$ cat src/rtl/xgriscv_muldiv.sv
// xgriscv_muldiv: iterative RV32M/RV64M multiply/divide unit.
// Shift-add multiplier and restoring divider, one bit per cycle, valid/ready
// on both sides, flush aborts in-flight work.
// Optional macro XGRISCV_DIV_EN: when defined the divider datapath is built;
// when undefined divide ops complete in one edge with out_err=1, result 0.
module xgriscv_muldiv #(
  parameter int unsigned XLEN = 32
) (
  input  logic            clk,
  input  logic            rstn,
  input  logic            in_valid,
  output logic            in_ready,
  input  logic [2:0]      in_op,
  input  logic [XLEN-1:0] in_a,
  input  logic [XLEN-1:0] in_b,
  input  logic            flush,
  output logic            busy,
  output logic            out_valid,
  input  logic            out_ready,
  output logic [XLEN-1:0] out_result,
  output logic            out_err
);

  localparam int unsigned CW = $clog2(XLEN);

  typedef enum logic [1:0] {
    S_IDLE = 2'd0,
    S_RUN  = 2'd1,
    S_FIX  = 2'd2,
    S_DONE = 2'd3
  } state_e;

  state_e              state_q, state_d;
  logic [CW-1:0]       cnt_q, cnt_d;
  logic [2:0]          op_q, op_d;
  logic                neg_a_q, neg_a_d;
  logic                neg_b_q, neg_b_d;
  // multiplicand for multiply, divisor for divide
  logic [XLEN-1:0]     mcand_q, mcand_d;
  // {high, low} product for multiply, {remainder, quotient} for divide
  logic [2*XLEN-1:0]   acc_q, acc_d;
  logic [XLEN-1:0]     res_q, res_d;
  logic                err_q, err_d;

  // operand decode on the input side
  logic                op_sa, op_sb;
  logic                sgn_a, sgn_b;
  logic [XLEN-1:0]     mag_a, mag_b;
  logic                accept;

  // multiply step and correction
  logic [XLEN:0]       mul_sum;
  logic [2*XLEN-1:0]   mul_next;
  logic [2*XLEN-1:0]   prod_fix;
  logic [XLEN-1:0]     mul_res;

`ifdef XGRISCV_DIV_EN
  localparam logic [XLEN-1:0] SMIN = {1'b1, {(XLEN-1){1'b0}}};
  logic                div0, ovf;
  logic [XLEN:0]       div_sh, div_diff;
  logic                div_ge;
  logic [2*XLEN-1:0]   div_next;
  logic [XLEN-1:0]     quot_fix, rem_fix, div_res;
`endif

  // input operand signedness and magnitudes
  always_comb begin
    op_sa  = (in_op == 3'b001) || (in_op == 3'b010) || (in_op == 3'b100) || (in_op == 3'b110);
    op_sb  = (in_op == 3'b001) || (in_op == 3'b100) || (in_op == 3'b110);
    sgn_a  = op_sa & in_a[XLEN-1];
    sgn_b  = op_sb & in_b[XLEN-1];
    mag_a  = sgn_a ? (~in_a + 1'b1) : in_a;
    mag_b  = sgn_b ? (~in_b + 1'b1) : in_b;
    accept = in_valid & ~flush;
  end

  // one shift-add multiply iteration and the final sign correction
  always_comb begin
    mul_sum  = {1'b0, acc_q[2*XLEN-1:XLEN]} + (acc_q[0] ? {1'b0, mcand_q} : {(XLEN+1){1'b0}});
    mul_next = {mul_sum, acc_q[XLEN-1:1]};
    prod_fix = (neg_a_q ^ neg_b_q) ? (~acc_q + 1'b1) : acc_q;
    mul_res  = (op_q[1:0] == 2'b00) ? prod_fix[XLEN-1:0] : prod_fix[2*XLEN-1:XLEN];
  end

`ifdef XGRISCV_DIV_EN
  // special-case detection, one restoring-divide iteration, sign correction
  always_comb begin
    div0     = (in_b == '0);
    ovf      = ((in_op == 3'b100) || (in_op == 3'b110)) && (in_a == SMIN) && (in_b == '1);
    div_sh   = {acc_q[2*XLEN-1:XLEN], acc_q[XLEN-1]};
    div_diff = div_sh - {1'b0, mcand_q};
    div_ge   = ~div_diff[XLEN];
    div_next = {(div_ge ? div_diff[XLEN-1:0] : div_sh[XLEN-1:0]), acc_q[XLEN-2:0], div_ge};
    quot_fix = (neg_a_q ^ neg_b_q) ? (~acc_q[XLEN-1:0] + 1'b1) : acc_q[XLEN-1:0];
    rem_fix  = neg_a_q ? (~acc_q[2*XLEN-1:XLEN] + 1'b1) : acc_q[2*XLEN-1:XLEN];
    div_res  = op_q[1] ? rem_fix : quot_fix;
  end
`endif

  // next-state, datapath next values and handshake outputs
  always_comb begin
    state_d   = state_q;
    cnt_d     = cnt_q;
    op_d      = op_q;
    neg_a_d   = neg_a_q;
    neg_b_d   = neg_b_q;
    mcand_d   = mcand_q;
    acc_d     = acc_q;
    res_d     = res_q;
    err_d     = err_q;
    in_ready  = 1'b0;
    busy      = 1'b0;
    out_valid = 1'b0;

    case (state_q)
      S_IDLE: begin
        in_ready = 1'b1;
        if (accept) begin
          op_d    = in_op;
          neg_a_d = sgn_a;
          neg_b_d = sgn_b;
          cnt_d   = CW'(XLEN - 1);
          err_d   = 1'b0;
          if (in_op[2]) begin
`ifdef XGRISCV_DIV_EN
            if (div0) begin
              res_d   = in_op[1] ? in_a : '1;
              state_d = S_DONE;
            end else if (ovf) begin
              res_d   = in_op[1] ? '0 : in_a;
              state_d = S_DONE;
            end else begin
              mcand_d = mag_b;
              acc_d   = {{XLEN{1'b0}}, mag_a};
              state_d = S_RUN;
            end
`else
            res_d   = '0;
            err_d   = 1'b1;
            state_d = S_DONE;
`endif
          end else begin
            mcand_d = mag_a;
            acc_d   = {{XLEN{1'b0}}, mag_b};
            state_d = S_RUN;
          end
        end
      end
      S_RUN: begin
        busy = 1'b1;
`ifdef XGRISCV_DIV_EN
        acc_d = op_q[2] ? div_next : mul_next;
`else
        acc_d = mul_next;
`endif
        if (cnt_q == '0) begin
          state_d = S_FIX;
        end else begin
          cnt_d = cnt_q - 1'b1;
        end
      end
      S_FIX: begin
        busy = 1'b1;
`ifdef XGRISCV_DIV_EN
        res_d = op_q[2] ? div_res : mul_res;
`else
        res_d = mul_res;
`endif
        state_d = S_DONE;
      end
      S_DONE: begin
        out_valid = 1'b1;
        if (out_ready) begin
          state_d = S_IDLE;
        end
      end
      default: state_d = S_IDLE;
    endcase

    if (flush) begin
      state_d = S_IDLE;
      cnt_d   = '0;
    end
  end

  // result is forced to zero outside DONE so consumers never see stale data
  always_comb begin
    out_result = out_valid ? res_q : '0;
    out_err    = out_valid & err_q;
  end

  // FSM state register
  always_ff @(posedge clk or negedge rstn) begin
    if (!rstn) begin
      state_q <= S_IDLE;
    end else begin
      state_q <= state_d;
    end
  end

  // datapath registers
  always_ff @(posedge clk or negedge rstn) begin
    if (!rstn) begin
      cnt_q   <= '0;
      op_q    <= '0;
      neg_a_q <= 1'b0;
      neg_b_q <= 1'b0;
      mcand_q <= '0;
      acc_q   <= '0;
      res_q   <= '0;
      err_q   <= 1'b0;
    end else begin
      cnt_q   <= cnt_d;
      op_q    <= op_d;
      neg_a_q <= neg_a_d;
      neg_b_q <= neg_b_d;
      mcand_q <= mcand_d;
      acc_q   <= acc_d;
      res_q   <= res_d;
      err_q   <= err_d;
    end
  end

endmodule

$ cat config.mk
export PLATFORM = sky130hd
export DESIGN_NAME = xgriscv_muldiv
export DESIGN_NICKNAME = d
export VERILOG_FILES = /design/src/rtl/xgriscv_muldiv.sv
export SDC_FILE = /design/constraint.sdc
export NUM_CORES = 1
export LEC_CHECK = 0
export BUFFER_PORTS_ARGS = -buffer_cell sky130_fd_sc_hd__buf_2
export CORE_ASPECT_RATIO = 1.75
export CORE_MARGIN = 10
export CORE_UTILIZATION = 30
export DETAILED_ROUTE_END_ITERATION = 6
export GPL_TIMING_DRIVEN = 0
export PLACE_DENSITY_LB_ADDON = 0.25
export SYNTH_ARGS = -nofsm -noshare
export SYNTH_HDL_FRONTEND = slang
export SYNTH_SLANG_ARGS = --single-unit
$ cat constraint.sdc
create_clock -name clk -period 4.35 [get_ports clk]
set_clock_uncertainty 0.2 [all_clocks]
set_input_delay 0 -clock clk [delete_from_list [all_inputs] [get_ports clk]]
set_output_delay 0 -clock clk [all_outputs]
set_load 0.005 [all_outputs]
### Word-level counts from Yosys, hierarchy flattened

Cells that the tools add are included.

* add/sub/neg operators: 5
* eq/ne operators: 14
* muxes and demuxes: 26
* bitwise operators: 10
* reductions and logical operators: 18

Operators with widths (number)
* 2-to-1 mux 32 bit: 7
* 2-to-1 mux 64 bit: 3
* one-hot mux 64 bit (2 select lines): 1
* adder 32 x 1 -> 32 bit, second input constant: 2
* adder 64 x 1 -> 64 bit, second input constant: 1
* inverter 32 bit: 2
* inverter 64 bit: 1
* one-hot mux 32 bit (2 select lines): 1
* adder 32 x 32 -> 33 bit: 1
* 2-to-1 mux 5 bit: 3
* AND reduction 3 bit: 5
* != test 3 bit, second input constant: 4
* 2-to-1 mux 2 bit: 5
* one-hot mux 5 bit (2 select lines): 1
* one-hot mux 2 bit (4 select lines): 1
* == test 3 bit, second input constant: 2
* != test 2 bit, second input constant: 3
* logical NOT 5 bit: 1
* logical OR 1 bit: 5
* subtractor 5 x 1 -> 5 bit, second input constant: 1
* AND 1 bit: 4
* == test 2 bit, second input constant: 2
* logical NOT 2 bit: 2
* 2-to-1 mux 1 bit: 4
* 9 further kinds: 11

* bits in registers: 140
* input port bits: 72
* output and inout bits: 36
* word-level logic and storage cells: 82

### Logic depth before layout (Yosys ltp)

Gate-level depths: netlist of run 1.

* word-level depth: 8
* depth in mapped cells: 13

### Worst setup path after synthesis of run 1

No wires, ideal clock.

* kind: reg-to-reg
* from: reg acc_q[0]
* to: reg acc_q[62]
* setup time: 0.132 ns
* arrival: 2.878 ns
* data required time: 4.018 ns
* path slack: 1.140 ns
* cell stages (with the launch flop): 13
* cells stage by stage: dfrtp_1 -> clkbuf_1 -> clkbuf_1 -> nand2_1 -> inv_1 -> ha_1 -> a211oi_1 -> o211ai_1 -> a221o_1 -> a2111oi_0 -> o31ai_1 -> xnor2_1 -> o21ai_1

* cells in the longest elaborated chain, start to end: 3

Ends and longest elaborated chain
* start: declaration: RTL line 41 `logic [2*XLEN-1:0] acc_q, acc_d;`
* start signal: assignment: RTL line 209 `acc_q <= '0;`
* start signal: assignment: RTL line 218 `acc_q <= acc_d;`
* 2-to-1 mux 32 bit: RTL line 79 `mul_sum = {1'b0, acc_q[2*XLEN-1:XLEN]} + (acc_q[0] ? {1'b0, mcand_q} : {(XLEN+1){1'b0}});`
* adder 32 x 32 -> 33 bit: RTL line 79
* one-hot mux 64 bit (2 select lines): RTL line 115 `case (state_q)`

No other way between the ends.
A chain may end at the register's enable or synchronous reset.

### Final worst setup path of run 1

* from: reg acc_q[0]
* to: reg acc_q[58]

Same word-level chain as after synthesis.

==> flow_summary.yaml, run 1 <==
run_status:
  status: "finished, final reports clean"
detailed_routing:
  drt-vias-per-instance: 5.22
  via_count: 10700
  firstDrtPassIters: 5
  drc: 0
  drt_iter0_markers: 651
  ant_nets: 0
  wl_per_cell_um: 18.8
  routed_wl_um: 38700
sta:
  setup_tns_ps: 0
  slew_violations: 0
  relSlewSlack_pct: 30.4
  finalCriticalPeriod_ps: 4030
  fmax_mhz: 248
  tightest_slew_ps: 1040
  hold_violations: 0
  setup_viol: 0
  fin_crit_sh_pct: 92.6
  rsz0062_at_grt: "no"
global_routing:
  grt_usage_pct: 17.5
  grt_antenna_before_repair: 1
  use_met3_pct: 2.57
  top_usage_layer: "met2"
  grt_pass1_wl_um: 61100
  grt_pass1_vias: 11100
  grtUsageMet1_pct: 17.8
  met2_usage_pct: 33.6
  grt_max_degree: 76
  gr-total-overflow: 0
cts:
  clkLatencyLatePin_ps: 450
  clkTransAtPathRegs_ps: 70
  cts_buffer_depth: 2
  cts_setup_buffers: 0
  h-tree-depth: 4
  cts_sinks: 140
  tritoncts: "built"
  cts_buffers: 17
  cts-root-buf: "clkbuf_16"
placement:
  gp_congestion: 0.940
  dp.cells: 1914
  port_buffers: 106
  dpl.hpwl_um: 30700
floorplan:
  core_um2: 35400
  initial_utilization_pct: 30.5
  die_y_um: 271
  dieArea_um2: 44300
  pin_count: 108
  die_w_um: 163
  std_cell_rows: 91
synth:
  synthArstFlopShare_pct: 100
  seq_area_frac_synth_pct: 32.4
  synth_nets: 1456
  netlist_top_cells_area: "dfrtp_1 32%, xnor2_1 7.8%, nand2_1 5.3%"
  synth_cell_type_count: 71
  synth_top_area_share_pct: 32.4
  synth_most_common_cell: "nand2_1"
  netlist_instances: 1342
  ys_seq_elements: 140
  ys_warn_count: 0
  synth-edff-count: 0
  synth_flop_cell: "dfrtp_1"
  synth.avg_cell_area_um2: 8.05
  yosysTopAreaCell: "dfrtp_1"
  netlist_top_cells_count: "153 x nand2_1, 140 x dfrtp_1, 100 x nor2_1, 96 x a21oi_1, 96 x xnor2_1"
  syn_area_um2: 10800
pwr:
  powerDensity_nw_per_um2: 693
  ir_worst_vdd_mv: 0.310
  design_power_total_mw: 9.49
  leakage_nw: 5.80
layout:
  diodes: 0
  drive_above_1_share_pct: 10.1
  final_core_util_pct: 38.7
  fin_cells: 2054
  area.sequential_um2: 3500
  area_delta_synth_final_pct: 26.9
  nets: 1690
  multi_input_area_um2: 6930
  fillerInstances: 3657
critical_path:
  start_kind: "flip-flop"
  cp_max_fo: 10
  arrival_ps: 4140
  crit_path_end_kind: "flip-flop"
  required_ps: 4460
  crit_type: "flip-flop to flip-flop"
run:
  drv_cap: 0
worst_hold_path:
  hold_class: "input pin to flip-flop"
final cells by class:
| type | instances | area share [%] |
|---|---|---|
| inverters | 29 | 0.795 |
| clock buffers | 21 | 3.44 |
| clock inverters | 11 | 1.20 |
| plain buffers | 69 | 1.90 |
| flip-flops and latches | 140 | 25.6 |
| repair buffers | 216 | 12.2 |
| multi-input cells | 1103 | 50.6 |
| well taps | 465 | 4.25 |
layer usage:
layer  vias up  wire, µm
met5         -         0
met4         0      1470
met3        80      1240
met2       257     21500
met1      5057     14400
li1       5319         -
per-stage QoR:
step	hold slack, ps	instance area (µm²)	setup WS, ps
2_1_floorplan	-496	10800	1140
3_3_place_gp	86.0	11900	-425
3_5_place_dp	-169	11900	-447
4_1_cts	158	13700	124
5_1_grt	172	13700	91.6
6_report	165	13700	323
registers in the layout (all words and copies together) (netlist names):
name and flops:
acc_q 64, cnt_q 5, err_q 1, mcand_q 32
neg_a_q 1, neg_b_q 1, op_q 2, res_q 32
state_q 2
critical path, cell delays in order (launching register included):
cell and delay [ps]:
dfrtp_1 600, clkbuf_1 440, nand2_1 210, inv_1 100, ha_1 240, a211oi_1 330, o211ai_1 200, a221o_1 460
a2111oi_2 640, o31ai_1 210, xnor2_1 180, o21ai_1 70
what timing repair did:
item                                   in CTS  in global routing
gates resized for setup                     3                  0
gates cloned                                0                  0
hold buffers                              109                  0
endpoints found under the hold margin     215                  0
setup endpoints to repair                   4                  6
power breakdown:
group	total [mW]	internal [mW]	switching (mW)
combinational	5.35	2.08	3.27
clock	1.59	1.00	0.592
sequential	2.55	1.88	0.667
total	9.49	4.96	4.53
logic make-up after synthesis:
family	share of synthesized area, %
AO/OA/AOI/OAI	23.4
XOR/XNOR	11.5
adder cells (fa/ha/maj)	4.94
buffers and inverters	3.45
flip-flops	32.4
multiplexers	1.25
AND/OR/NAND/NOR	23.0
final timing paths:
path | from | endpoint | slack [ps] | cells past startpoint
setup / recovery | acc_q[0] | acc_q[58] | 320 | 11
hold / removal | in_op[1] | op_q[1] | 160 | 3
setup reg to reg | acc_q[0] | acc_q[58] | 320 | 11
hold reg to reg | mcand_q[3] | mcand_q[3] | 270 | 2
max in group asynchronous | rstn | res_q[16] | 3130 | 4
min in group asynchronous | rstn | mcand_q[1] | 470 | 4
layout by cell type (no fill, tap or decap), types with 13 or more instances in the layout:
| cell | count |
|---|---|
| and2_1 | 69 |
| clkbuf_16 | 17 |
| nand4_1 | 13 |
| a21oi_1 | 96 |
| a21o_1 | 18 |
| dlygate4sd3_1 | 108 |
| nand3_1 | 21 |
| ha_1 | 41 |
| a31oi_1 | 21 |
| nor4_1 | 15 |
| o21ai_0 | 68 |
| xnor2_1 | 96 |
| or3_1 | 23 |
| nor2_1 | 100 |
| dfrtp_1 | 140 |
| buf_2 | 106 |
| inv_1 | 29 |
| xor2_1 | 46 |
| clkbuf_1 | 66 |
| nand2_1 | 153 |
| a22oi_1 | 21 |
| o31ai_1 | 24 |
| o21ai_1 | 87 |
| nor3_1 | 38 |
(Power assumes the default switching activity.)
==> run 2: changes to the inputs <==
--- a/config.mk
+++ b/config.mk
@@ -5,6 +5,7 @@
 export SDC_FILE = /design/constraint.sdc
 export NUM_CORES = 1
 export LEC_CHECK = 0
+export ABC_AREA = 1
 export BUFFER_PORTS_ARGS = -buffer_cell sky130_fd_sc_hd__buf_2
 export CORE_ASPECT_RATIO = 1.75
 export CORE_MARGIN = 10
==> constraint.sdc (replaced) <==
create_clock -name clk -period 4.9 [get_ports clk]
set_clock_uncertainty 0.2 [all_clocks]
set_input_delay 0 -clock clk [delete_from_list [all_inputs] [get_ports clk]]
set_output_delay 0 -clock clk [all_outputs]
set_load 0.005 [all_outputs]
==> run 2 against run 1 <==
Clock power shrank 13%. Area after synthesis grew 18%. Sequential power shrank 11%. Power shrank 1.0%. Critical path depth shrank 1. Combinational power grew 7.1%. Sequential share of layout area shrank 3.3 points. Global-route usage grew 5.5 points. First-iteration DRC count grew 34%. Worst setup slack gained 700 ps.
==> flow_summary.yaml, run 2 <==
run_status:
  status: "finished, final reports clean"
synth:
  yosysTopAreaCell: "dfrtp_1"
  ys_seq_elements: 140
  ys_warn_count: 0
  synth_nets: 2221
  syn_area_um2: 12700
  synth_flop_cell: "dfrtp_1"
  synth-edff-count: 0
  netlist_top_cells_area: "dfrtp_1 28%, nand2_1 20%, inv_1 7.8%"
  netlist_top_cells_count: "692 x nand2_1, 264 x inv_1, 232 x nor2_1, 189 x nand3_1, 140 x dfrtp_1"
  seq_area_frac_synth_pct: 27.6
  netlist_instances: 2107
  synthArstFlopShare_pct: 100
  synth_cell_type_count: 53
  synth_most_common_cell: "nand2_1"
  synth.avg_cell_area_um2: 6.03
  synth_top_area_share_pct: 27.6
pwr:
  p_int_mw: 4.17
  leakage_nw: 8.41
  design_power_total_mw: 9.39
  ir_worst_vdd_mv: 0.282
  clkPwrFrac_pct: 14.9
  p_seq_share_pct: 24.1
  switching_power_mw: 5.22
  p_sw_share_pct: 55.6
  powerDensity_nw_per_um2: 598
  power_frac_comb_pct: 61.0
critical_path:
  arrival_ps: 4080
  regToRegStartpoint: "state_q[0]"
  crit_type: "flip-flop to flip-flop"
  cp_max_fo: 7
  worstRegToRegCells: 10
  crit_path_start: "state_q[0]"
  crit_path_end_kind: "flip-flop"
  reg2reg_slack_ps: 1020
  required_ps: 5100
  start_kind: "flip-flop"
  reg2reg_to: "state_q[1]"
layout:
  largest_register: "acc_q"
  diodes: 0
  area_delta_synth_final_pct: 23.6
  area.sequential_um2: 3500
  layout_common_cells: "692 x nand2_1, 264 x inv_1, 232 x nor2_1"
  nets: 2458
  fillerInstances: 4700
  largest_register_ffs: 64
  multi_input_area_um2: 7830
  fin_cells: 2912
  drive_above_1_share_pct: 10.2
  final_common_cell: "nand2_1"
  top_regs: "acc_q: 64 flops, mcand_q: 32 flops, res_q: 32 flops"
  final_core_util_pct: 37.6
  fin_area_um2: 15700
detailed_routing:
  routed_wl_um: 59100
  drc: 0
  via_count: 14800
  firstDrtPassIters: 7
  wl_per_cell_um: 20.3
  drt-vias-per-instance: 5.08
  drt_iter0_markers: 872
  ant_nets: 0
global_routing:
  grt_max_degree: 83
  grt_pass1_vias: 15300
  grt_pass1_wl_um: 89700
  gr-total-overflow: 0
  grt_usage_pct: 23.0
  grt_antenna_before_repair: 0
worst_hold_path:
  min-delay-start: "in_a[18]"
  hold_class: "input pin to flip-flop"
  whs_endpoint: "mcand_q[18]"
  min_path_cells: 5
sta:
  whs_ps: 223
  fmax_mhz: 258
  hold_violations: 0
  finalCriticalPeriod_ps: 3880
  fin_ws_ps: 1020
  setup_viol: 0
  setup_tns_ps: 0
  tightest_slew_ps: 860
  relSlewSlack_pct: 42.7
  slew_violations: 0
  rsz0062_at_grt: "no"
  fin_crit_sh_pct: 79.2
floorplan:
  die_w_um: 176
  die_y_um: 292
  core_um2: 41700
  dieArea_um2: 51300
  pin_count: 108
  initial_utilization_pct: 30.4
  std_cell_rows: 99
placement:
  port_buffers: 107
  dp.cells: 2770
  gp_congestion: 1.00
  place_area_um2: 14000
  dpl.hpwl_um: 48000
  pre_cts_ws_ps: 1790
run:
  drv_cap: 0
cts:
  clkLatencyLatePin_ps: 460
  cts_sinks: 140
  cts_buffer_depth: 2
  cts-root-buf: "clkbuf_16"
  clkTransAtPathRegs_ps: 70
  cts_buffers: 17
  h-tree-depth: 4
  cts-resized-gates: 0
  cts_setup_buffers: 0
  tritoncts: "built"
## run 2: changes by cell type after synthesis, sizes merged, moves of 38 or more
cell / previous run / this run
nand2: 153 / 713
inv: 29 / 275
nand3: 22 / 192
nor2: 101 / 245
xnor2: 96 / 5
and2: 69 / 3
clkbuf: 66 / 28
## run 2: repair_timing
action / CTS / global route
setup endpoints to repair: 0 / 0
hold buffers: 110 / 0
endpoints found under the hold margin: 217 / 0
## run 2: final cells by class
type                    count  area share [%]
plain buffers              62            2.13
clock buffers              17            2.71
clock inverters            15            1.23
inverters                 277            6.66
multi-input cells        1628            49.8
flip-flops and latches    140            22.3
well taps                 555            4.42
repair buffers            218            10.7
## run 2: routing by layer
metal	vias to the layer above	GRT usage (%)	share of wire, %
met1	6967	21.0	34
met5	-	0	0
li1	7256	-	-
met2	414	44.5	55
met3	167	2.67	3.1
met4	0	18.0	8.3
## run 2: power by group through the flow
stage          clock (mW)  combinational, mW  sequential [mW]
2_1_floorplan           0               3.80             1.96
3_3_place_gp            0               5.47             2.27
3_5_place_dp            0               5.51             2.28
4_1_cts              1.43               5.68             2.26
5_1_grt              1.48               6.36             2.31
6_report             1.39               5.73             2.27
## run 2: how the worst max path moves through the flow
stage	slack, ps	cells past startpoint	end
floorplan	2370	17	acc_q[59]
global placement	1350	1	mcand_q[5]
detailed placement	1790	14	acc_q[52]
CTS	1060	10	state_q[1]
global route	900	10	state_q[1]
finish	1020	10	state_q[1]
## run 2: cell families after synthesis
group           Yosys count  synth area share, %
simple gates           1227                 40.9
buf+inv                 339                 10.9
compound gates          327                 14.3
flops                   140                 27.6
fa+ha+maj                42                 4.19
xor+xnor                 32                 2.21
## run 2: worst max-delay path, stage by stage, from the launching register on
cell	delay, ps
dfrtp_1	380
ha_1	180
clkbuf_1	660
inv_1	90
o22ai_1	130
dlygate4sd3_1	570
a21oi_1	60
or2_2	290
dlygate4sd3_1	580
o22ai_1	110
dlygate4sd3_1	560
